`config.mk`:
```
export PLATFORM = sky130hd
export DESIGN_NAME = cordic_phase_front_flat
export DESIGN_NICKNAME = d
export VERILOG_FILES = /design/src/rtl/cordic_phase_front_if.sv /design/src/rtl/cordic_phase_front.sv /design/src/flat_wrapper.sv
export SDC_FILE = /design/constraint.sdc
export NUM_CORES = 1
export LEC_CHECK = 0
export BUFFER_PORTS_ARGS = -buffer_cell sky130_fd_sc_hd__buf_4
export CORE_MARGIN = 1
export CORE_UTILIZATION = 63
export CTS_BUF_LIST = sky130_fd_sc_hd__clkbuf_4 sky130_fd_sc_hd__clkbuf_8
export CTS_CLUSTER_DIAMETER = 120
export DETAILED_ROUTE_END_ITERATION = 10
export HOLD_SLACK_MARGIN = 0.12
export PLACE_DENSITY_LB_ADDON = 0.2
export REMOVE_ABC_BUFFERS = 1
export SLEW_MARGIN = 20
export SYNTH_ARGS = -nofsm -noshare
export SYNTH_HDL_FRONTEND = slang
export SYNTH_SLANG_ARGS = --single-unit
```
`constraint.sdc`:
```
create_clock -name clk -period 5.2 [get_ports clk]
set_clock_uncertainty 0.1 [all_clocks]
set_input_delay 0.26 -clock clk [delete_from_list [all_inputs] [get_ports clk]]
set_output_delay 0.26 -clock clk [all_outputs]
set_load 0.02 [all_outputs]
```
`src/rtl/cordic_phase_front_if.sv`:
```
// Control and sample bus between the NCO front end and its controller / first rotator stage.
// Latency: none (wires only).
// Backpressure: none; the sample side is a fire-and-forget valid pulse.
interface cordic_phase_front_if #(
    parameter int ACC_W = 32
);
    // Controller -> front end
    logic             start;
    logic             stop;
    logic [ACC_W-1:0] freq_in;
    logic             freq_wr;
    logic [15:0]      phase_ofs;
    logic [7:0]       rate_div;

    // Front end -> first rotator stage / controller
    logic signed [13:0] X_out;
    logic signed [13:0] Y_out;
    logic signed [15:0] Z_out;
    logic [1:0]         quart_out;
    logic               valid_out;
    logic               busy;

    // Controller side: drives configuration, observes samples
    modport master (
        output start, stop, freq_in, freq_wr, phase_ofs, rate_div,
        input  X_out, Y_out, Z_out, quart_out, valid_out, busy
    );

    // Front-end side: consumes configuration, produces samples
    modport slave (
        input  start, stop, freq_in, freq_wr, phase_ofs, rate_div,
        output X_out, Y_out, Z_out, quart_out, valid_out, busy
    );
endinterface

```
`src/rtl/cordic_phase_front.sv`:
```
// Rate-controlled phase accumulator; folds each phase sample into quadrant + first-quadrant residual.
// Latency: one clock from tick to registered sample (valid_out pulse).
// Backpressure: none; the downstream rotator pipeline must accept one sample per valid_out pulse.
module cordic_phase_front #(
    parameter int          ACC_W  = 32,
    parameter logic [13:0] X_INIT = 14'd4974
) (
    input  logic                  clk,
    input  logic                  reset,
    cordic_phase_front_if.slave   bus
);

    typedef enum logic {
        IDLE = 1'b0,
        RUN  = 1'b1
    } state_t;

    // 16-bit phase sample: top two bits select the quadrant, the rest is the residual angle
    typedef struct packed {
        logic [1:0]  quart;
        logic [13:0] resid;
    } phase_smp_t;

    state_t             state_q,  state_d;
    logic [ACC_W-1:0]   acc_q,    acc_d;
    logic [ACC_W-1:0]   step_q,   step_d;
    logic [7:0]         divcnt_q, divcnt_d;
    logic [7:0]         rate_q,   rate_d;
    logic signed [13:0] x_q,      x_d;
    logic signed [13:0] y_q,      y_d;
    logic signed [15:0] z_q,      z_d;
    logic [1:0]         quart_q,  quart_d;
    logic               valid_q,  valid_d;

    logic               tick;
    phase_smp_t         smp;

    // Tick at the end of each sample period; a stop in the same cycle suppresses it
    assign tick = (state_q == RUN) && (divcnt_q == rate_q) && !bus.stop;

    // Sample uses the accumulator value before this tick's increment
    assign smp = phase_smp_t'(acc_q[ACC_W-1 -: 16] + bus.phase_ofs);

    // Next-state logic for control FSM, accumulator, divider and output sample registers
    always_comb begin
        state_d  = state_q;
        acc_d    = acc_q;
        step_d   = step_q;
        divcnt_d = divcnt_q;
        rate_d   = rate_q;
        x_d      = x_q;
        y_d      = y_q;
        z_d      = z_q;
        quart_d  = quart_q;
        valid_d  = 1'b0;

        // Step register can be reloaded at any time; a coincident tick still adds the old step
        if (bus.freq_wr) begin
            step_d = bus.freq_in;
        end

        case (state_q)
            IDLE: begin
                if (bus.start && !bus.stop) begin
                    state_d  = RUN;
                    acc_d    = '0;
                    divcnt_d = '0;
                    rate_d   = bus.rate_div;
                end
            end
            RUN: begin
                if (bus.stop) begin
                    state_d = IDLE;
                end else if (tick) begin
                    divcnt_d = '0;
                    acc_d    = acc_q + step_q;
                    quart_d  = smp.quart;
                    z_d      = {2'b00, smp.resid};
                    x_d      = X_INIT;
                    y_d      = '0;
                    valid_d  = 1'b1;
                end else begin
                    divcnt_d = divcnt_q + 8'd1;
                end
            end
            default: begin
                state_d = IDLE;
            end
        endcase
    end

    // State registers with synchronous active-low reset
    always_ff @(posedge clk) begin
        if (!reset) begin
            state_q  <= IDLE;
            acc_q    <= '0;
            step_q   <= '0;
            divcnt_q <= '0;
            rate_q   <= '0;
            x_q      <= '0;
            y_q      <= '0;
            z_q      <= '0;
            quart_q  <= '0;
            valid_q  <= 1'b0;
        end else begin
            state_q  <= state_d;
            acc_q    <= acc_d;
            step_q   <= step_d;
            divcnt_q <= divcnt_d;
            rate_q   <= rate_d;
            x_q      <= x_d;
            y_q      <= y_d;
            z_q      <= z_d;
            quart_q  <= quart_d;
            valid_q  <= valid_d;
        end
    end

    assign bus.X_out     = x_q;
    assign bus.Y_out     = y_q;
    assign bus.Z_out     = z_q;
    assign bus.quart_out = quart_q;
    assign bus.valid_out = valid_q;
    assign bus.busy      = (state_q == RUN);

endmodule
```
`src/flat_wrapper.sv`:
```
// flat-port wrapper written by rule: the top's interface ports become plain ports
module cordic_phase_front_flat 
#(
    parameter int          ACC_W  = 32,
    parameter logic [13:0] X_INIT = 14'd4974
)
  (clk, reset, bus_start, bus_stop, bus_freq_in, bus_freq_wr, bus_phase_ofs, bus_rate_div, bus_X_out, bus_Y_out, bus_Z_out, bus_quart_out, bus_valid_out, bus_busy);
  cordic_phase_front_if #(.ACC_W(ACC_W)) bus_i ();
  input  logic clk;
  input  logic reset;
  input wire logic [$bits(bus_i.start)-1:0] bus_start;
  input wire logic [$bits(bus_i.stop)-1:0] bus_stop;
  input wire logic [$bits(bus_i.freq_in)-1:0] bus_freq_in;
  input wire logic [$bits(bus_i.freq_wr)-1:0] bus_freq_wr;
  input wire logic [$bits(bus_i.phase_ofs)-1:0] bus_phase_ofs;
  input wire logic [$bits(bus_i.rate_div)-1:0] bus_rate_div;
  output wire logic [$bits(bus_i.X_out)-1:0] bus_X_out;
  output wire logic [$bits(bus_i.Y_out)-1:0] bus_Y_out;
  output wire logic [$bits(bus_i.Z_out)-1:0] bus_Z_out;
  output wire logic [$bits(bus_i.quart_out)-1:0] bus_quart_out;
  output wire logic [$bits(bus_i.valid_out)-1:0] bus_valid_out;
  output wire logic [$bits(bus_i.busy)-1:0] bus_busy;
  assign bus_i.start = bus_start;
  assign bus_i.stop = bus_stop;
  assign bus_i.freq_in = bus_freq_in;
  assign bus_i.freq_wr = bus_freq_wr;
  assign bus_i.phase_ofs = bus_phase_ofs;
  assign bus_i.rate_div = bus_rate_div;
  assign bus_X_out = bus_i.X_out;
  assign bus_Y_out = bus_i.Y_out;
  assign bus_Z_out = bus_i.Z_out;
  assign bus_quart_out = bus_i.quart_out;
  assign bus_valid_out = bus_i.valid_out;
  assign bus_busy = bus_i.busy;
  cordic_phase_front #(.ACC_W(ACC_W), .X_INIT(X_INIT)) u_core (.clk(clk), .reset(reset), .bus(bus_i));
endmodule
```
==> impl_metrics.json, run 1 <==
{
  "grt_first_pass_wirelength_um": 22400,
  "cts.htree.levels": 3,
  "cts.sinks": 99,
  "cts_tree": "yes",
  "power_leakage_nw": 3.37,
  "grtUsageTotal_pct": 27.6,
  "post_cts_buffers": 0,
  "place_congestion": 0.872,
  "synth_edf_count": 0,
  "critPathMaxFanout": 4,
  "tightest_slew_ps": 823,
  "drc": 0,
  "ys_ff_latch": 99,
  "initial_core_util_pct": 65.8,
  "drive_gt1_share_pct": 14.6,
  "area_growth_pct": 19.2,
  "drt_iter0_drc": 150,
  "fin_crit_sh_pct": 59.8,
  "via_count": 5341,
  "first_global_vias": 5081,
  "routedWlPerCell_um": 14.1,
  "fin_util_pct": 78.4,
  "cts.clk_slew.worst_paths_ps": 110,
  "hold_class": "input port to flop",
  "holdWs_ps": 137,
  "max_freq_mhz": 322,
  "worstSetupPathType": "flop to flop",
  "wl_um": 13500,
  "synthFlopType": "dfxtp_1",
  "yosysWarnings": 0,
  "port_buffers": 86,
  "nets": 933,
  "final_cell_mix": "99 x dfxtp_1, 89 x buf_4, 82 x nand2_1",
  "ir_worst_vdd_mv": 0.167,
  "rsz0062_at_grt": "false",
  "layout_commonest_cell": "dfxtp_1",
  "dieArea_sq_mm": 0.0101,
  "place_inst": 901,
  "synth_area_sq_mm": 0.00614,
  "power_density_mw_per_mm2": 214,
  "numCtsBuffers": 9,
  "slew_headroom_pct": 45.0,
  "syn_avg_cell_area_sq_um": 8.50,
  "rows": 35,
  "max_cap_violations": 0,
  "grt_max_degree": 76,
  "setup_viol_count_final": 0,
  "cp.required_ps": 5380,
  "status": "complete, no violations",
  "r2r_setup_slack_ps": 2090,
  "cp-end-kind": "flop",
  "via_per_inst": 5.58,
  "postSynthCellCount": 722,
  "synthArstFlopShare_pct": 0,
  "gr-total-overflow": 0,
  "maxSlewViolCount": 0,
  "cts_root_buf": "clkbuf_8",
  "antenna_found_initial": 0,
  "antenna_left": 0,
  "synth_cell_types": 58,
  "chipHeight_um": 101,
  "hold_viol": 0,
  "dieWidth_um": 101,
  "diodes": 0,
  "clk_latency_ps": 370,
  "clk_path_buf_depth": 2,
  "fin_crit_ps": 3110,
  "worstPathArrival_ps": 3290,
  "first_pass_iters": 4,
  "ios": 109,
  "fillCellCount": 691,
  "crit_path_start_kind": "flop",
  "hpwl_um": 9320,
  "yosysSeqAreaShare_pct": 32.3,
  "setup_tns_ps": 0,
  "final_cells": 957,
  "coreArea_sq_mm": 0.00933
}
## repair_timing
item | 4_1_cts | 5_1_grt
gates resized for setup | 0 | 0
endpoints found under the hold margin | 40 | 0
hold buffers | 40 | 0
## worst paths after layout
kind | start | endpoint | cells after the start
worst min-delay path | bus_stop | u_core.divcnt_q[1] | 4
worst min register to register | u_core.bus.Z_out[0] | u_core.bus.Z_out[0] | 2
worst max-delay path | u_core.step_q[0] | u_core.acc_q[30] | 12
worst max register to register | u_core.step_q[0] | u_core.acc_q[30] | 12
## final cells by class
| cell class | count | area [sq um] | share of cell area [%] |
|---|---|---|---|
| clock buffers | 9 | 124 | 1.69 |
| clock inverters | 7 | 82.6 | 1.13 |
| inverters | 19 | 71.3 | 0.975 |
| multi-input cells | 565 | 3820 | 52.3 |
| flip-flops and latches | 99 | 1980 | 27.1 |
| well taps | 129 | 161 | 2.21 |
| repair buffers | 129 | 1070 | 14.6 |
## state kept, by name, indices dropped and copies added, names as in the netlist, 2 cells and up
name,count
u_core.bus.Z_out,14
u_core.bus.quart_out,2
u_core.acc_q,32
u_core.step_q,32
u_core.rate_q,8
u_core.divcnt_q,8
## logic make-up (layout without fill, tap and decap cells)
kind of cell / Yosys count / after routing / share of synthesized area, %
adder cells (fa/ha/maj): 49 / 49 / 10.2
other: 1 / 22 / 0.0611
XOR/XNOR: 54 / 54 / 7.71
AO/OA/AOI/OAI: 183 / 183 / 19.4
flip-flops: 99 / 99 / 32.3
multiplexers: 34 / 34 / 5.57
AND/OR/NAND/NOR: 223 / 223 / 18.1
buffers and inverters: 79 / 164 / 6.65
## power breakdown
group,internal (W),switching [W],leakage [nW],total [W]
registers,0.000782,0.0000169,0.806,0.000799
logic,0.000119,0.000129,2.46,0.000247
clock network,0.000230,0.000287,0.0984,0.000517
total,0.00113,0.000433,3.37,0.00156
## Yosys cell counts, drive strengths merged, types with 2 or more instances
cell type | number | share of area [%]
dfxtp | 99 | 32
nand2 | 82 | 5.0
o21ai | 57 | 4.7
ha | 47 | 9.6
a21oi | 45 | 3.7
buf | 35 | 4.0
nor2b | 35 | 3.6
mux2i | 33 | 5.4
nand3 | 33 | 2.7
xor2 | 29 | 4.1
clkbuf | 25 | 1.5
xnor2 | 25 | 3.6
a21o | 24 | 2.9
a21boi | 20 | 2.4
nor2 | 20 | 1.3
inv | 19 | 1.2
and2 | 16 | 1.6
nand4 | 9 | 0.92
o21bai | 7 | 0.86
and3 | 6 | 0.61
nand2b | 6 | 0.61
nor3 | 5 | 0.57
o21a | 5 | 0.61
a31o | 3 | 0.43
nor4 | 3 | 0.31
or2 | 3 | 0.31
or3 | 3 | 0.31
a211oi | 2 | 0.24
a221oi | 2 | 0.39
a31oi | 2 | 0.20
a41oi | 2 | 0.41
and4 | 2 | 0.29
fa | 2 | 0.65
o211a | 2 | 0.33
o31ai | 2 | 0.55
## metal layers
layer	track usage [%]	vias to the layer above	share of wire, %
met2	52.5	158	51
met3	3.05	17	4.5
met4	11.3	0	1.4
li1	-	2677	-
met5	0	-	0
met1	31.1	2489	43
## critical path, cell delays in order (launching register included)
cell      delay [ps]
dfxtp_1          360
ha_1             190
inv_1             60
fa_1             390
nand2b_1         200
a21oi_1          200
o21ai_1          110
a21oi_2          260
a41oi_2          210
o31ai_2          470
a31oi_1          160
xor2_1           160
o21ai_1          130
## through the flow
step                setup slack [ps]  area (sq um)  power, W
floorplan                       2570          5880  0.000948
CTS                             2120          7310   0.00157
global placement                2290          6710   0.00103
detailed placement              2260          6710   0.00104
finish                          2090          7310   0.00156
global route                    1960          7310   0.00163
Power figures use the tool's default switching activity.
==> run 2, diff against run 1 <==
CORE_UTILIZATION = 58   (was 63)
clock period = 2.9 ns   (was 5.2 ns; I/O delays follow)
==> impl_metrics.json, run 2 (same netlist as run 1, synthesis figures left out) <==
{
  "first_global_vias": 5115,
  "coreArea_sq_mm": 0.0103,
  "clk_path_buf_depth": 2,
  "worst_r2r_path_depth": 11,
  "dieArea_sq_mm": 0.0110,
  "grt_first_pass_wirelength_um": 23200,
  "area_growth_pct": 25.6,
  "crit_path_cell_trace": "ha_1, a21oi_1, inv_1, nor4_2, a21oi_2, a41oi_2, buf_4, nor2_1, a31o_2, xnor2_1, o21ai_0",
  "cts_root_buf": "clkbuf_8",
  "hold_class": "input port to flop",
  "r2r_start": "u_core.step_q[12]",
  "cp-end-kind": "flop",
  "grt_max_degree": 45,
  "via_count": 5335,
  "nets": 964,
  "max_freq_mhz": 369,
  "dieWidth_um": 105,
  "tightest_slew_ps": 713,
  "antenna_left": 0,
  "hold_viol": 0,
  "setup_tns_ps": 0,
  "crit_path_start_kind": "flop",
  "ios": 109,
  "slew_headroom_pct": 51.9,
  "fin_crit_sh_pct": 93.4,
  "place_congestion": 0.902,
  "rows": 37,
  "r2r_setup_slack_ps": 190,
  "grtUsageTotal_pct": 26.0,
  "worstHoldStart": "bus_phase_ofs[1]",
  "cts_tree": "yes",
  "cts.htree.levels": 3,
  "critPathMaxFanout": 7,
  "power_leakage_nw": 3.59,
  "maxSlewViolCount": 0,
  "wl_um": 13800,
  "design_area_sq_mm": 0.00770,
  "status": "complete, no violations",
  "worst_path_dominant_cell_family": "compound AO/OA/AOI/OAI gates",
  "drc": 0,
  "hold_end": "u_core.bus.Z_out[1]",
  "final_cell_mix": "99 x dfxtp_1, 98 x buf_4, 82 x nand2_1",
  "fin_crit_ps": 2710,
  "min_path_cells": 4,
  "chipHeight_um": 105,
  "dpl-instance-area_sq_mm": 0.00678,
  "drive_gt1_share_pct": 15.8,
  "critical-path-max-stage-delay_ps": 400,
  "worstPathArrival_ps": 2860,
  "ir_worst_vdd_mv": 0.239,
  "hpwl_um": 9540,
  "routedWlPerCell_um": 13.9,
  "power_density_mw_per_mm2": 393,
  "first_pass_iters": 4,
  "via_per_inst": 5.36,
  "critPathSlowestCell": "ha_1",
  "numCtsBuffers": 9,
  "setup_viol_count_final": 0,
  "cts.sinks": 99,
  "worstSetupPathType": "flop to flop",
  "clk_latency_ps": 380,
  "cts.clk_slew.worst_paths_ps": 90,
  "max_cap_violations": 0,
  "drt_iter0_drc": 207,
  "initial_core_util_pct": 59.7,
  "crit_buf_inv": 2,
  "port_buffers": 86,
  "worstReg2RegEnd": "u_core.acc_q[24]",
  "cp.required_ps": 3050,
  "gr-total-overflow": 0,
  "antenna_found_initial": 0,
  "diodes": 0,
  "layout_commonest_cell": "dfxtp_1"
}
[run 2: changes by cell type in the layout (fill, tap and decap cells not counted), sizes merged]
cell         previous run  this run
bufinv                  1         3
buf                    89        98
clkinvlp                2         0
dlygate4sd3            40        62
inv                    22        19
clkbuf                  9        12
[run 2: worst max path at each step]
stage | startpoint | end | slack [ps] | cells past startpoint
floorplan | u_core.acc_q[16] | u_core.bus.quart_out[0] | 270 | 11
global placement | u_core.acc_q[16] | u_core.bus.quart_out[0] | 160 | 11
detailed placement | u_core.acc_q[16] | u_core.bus.quart_out[0] | 80 | 11
CTS | u_core.step_q[0] | u_core.acc_q[30] | 70 | 12
global route | u_core.step_q[4] | u_core.acc_q[19] | -20 | 10
finish | u_core.step_q[12] | u_core.acc_q[24] | 190 | 11
[run 2: through the flow]
step | power, W | std cells | hold WS (ps) | utilization, % | setup WS, ps
2_1_floorplan | 0.00170 | 683 | 161 | - | 267
3_3_place_gp | 0.00185 | 916 | 300 | 65.9 | 159
3_5_place_dp | 0.00186 | 916 | 311 | 65.9 | 81.4
4_1_cts | 0.00303 | 994 | 142 | 74.5 | 70.3
5_1_grt | 0.00314 | 995 | 176 | 75.0 | -19.4
6_report | 0.00302 | 995 | 141 | 75.0 | 192
[run 2: final cells by class]
| cell class | instances | area, sq um |
|---|---|---|
| fill | 772 | 2570 |
| multi-input combinational | 565 | 3860 |
| clock inverter | 4 | 95.1 |
| sequential | 99 | 1980 |
| timing repair buffer | 160 | 1360 |
| tap | 136 | 170 |
| inverter | 19 | 71.3 |
| clock buffer | 12 | 165 |
[run 2: routing by layer]
layer / global-route usage [%] / part of all wire, % / vias up
li1: - / - / 2734
met1: 31.4 / 46 / 2453
met2: 46.3 / 48 / 123
met3: 3.81 / 3.8 / 25
met4: 10.4 / 2.2 / 0
met5: 0 / 0 / -
[run 2: tightest hold or removal path: stages]
cell      delay [ps]
buf_4             90
fa_1             160
nand2_1           40
a21boi_0         140
[run 2: power breakdown]
group          switching (W)  total (W)  internal, W  leakage [nW]
registers          0.0000300    0.00143      0.00140         0.806
clock network       0.000480    0.00112     0.000642         0.133
logic               0.000237   0.000472     0.000235          2.65
total               0.000747    0.00302      0.00228          3.59
[run 2: what timing repair did]
action,4_1_cts,5_1_grt
setup buffers,0,1
setup endpoints to repair,0,7
hold buffers,62,0
hold endpoints to repair,52,0
gates resized for setup,0,8
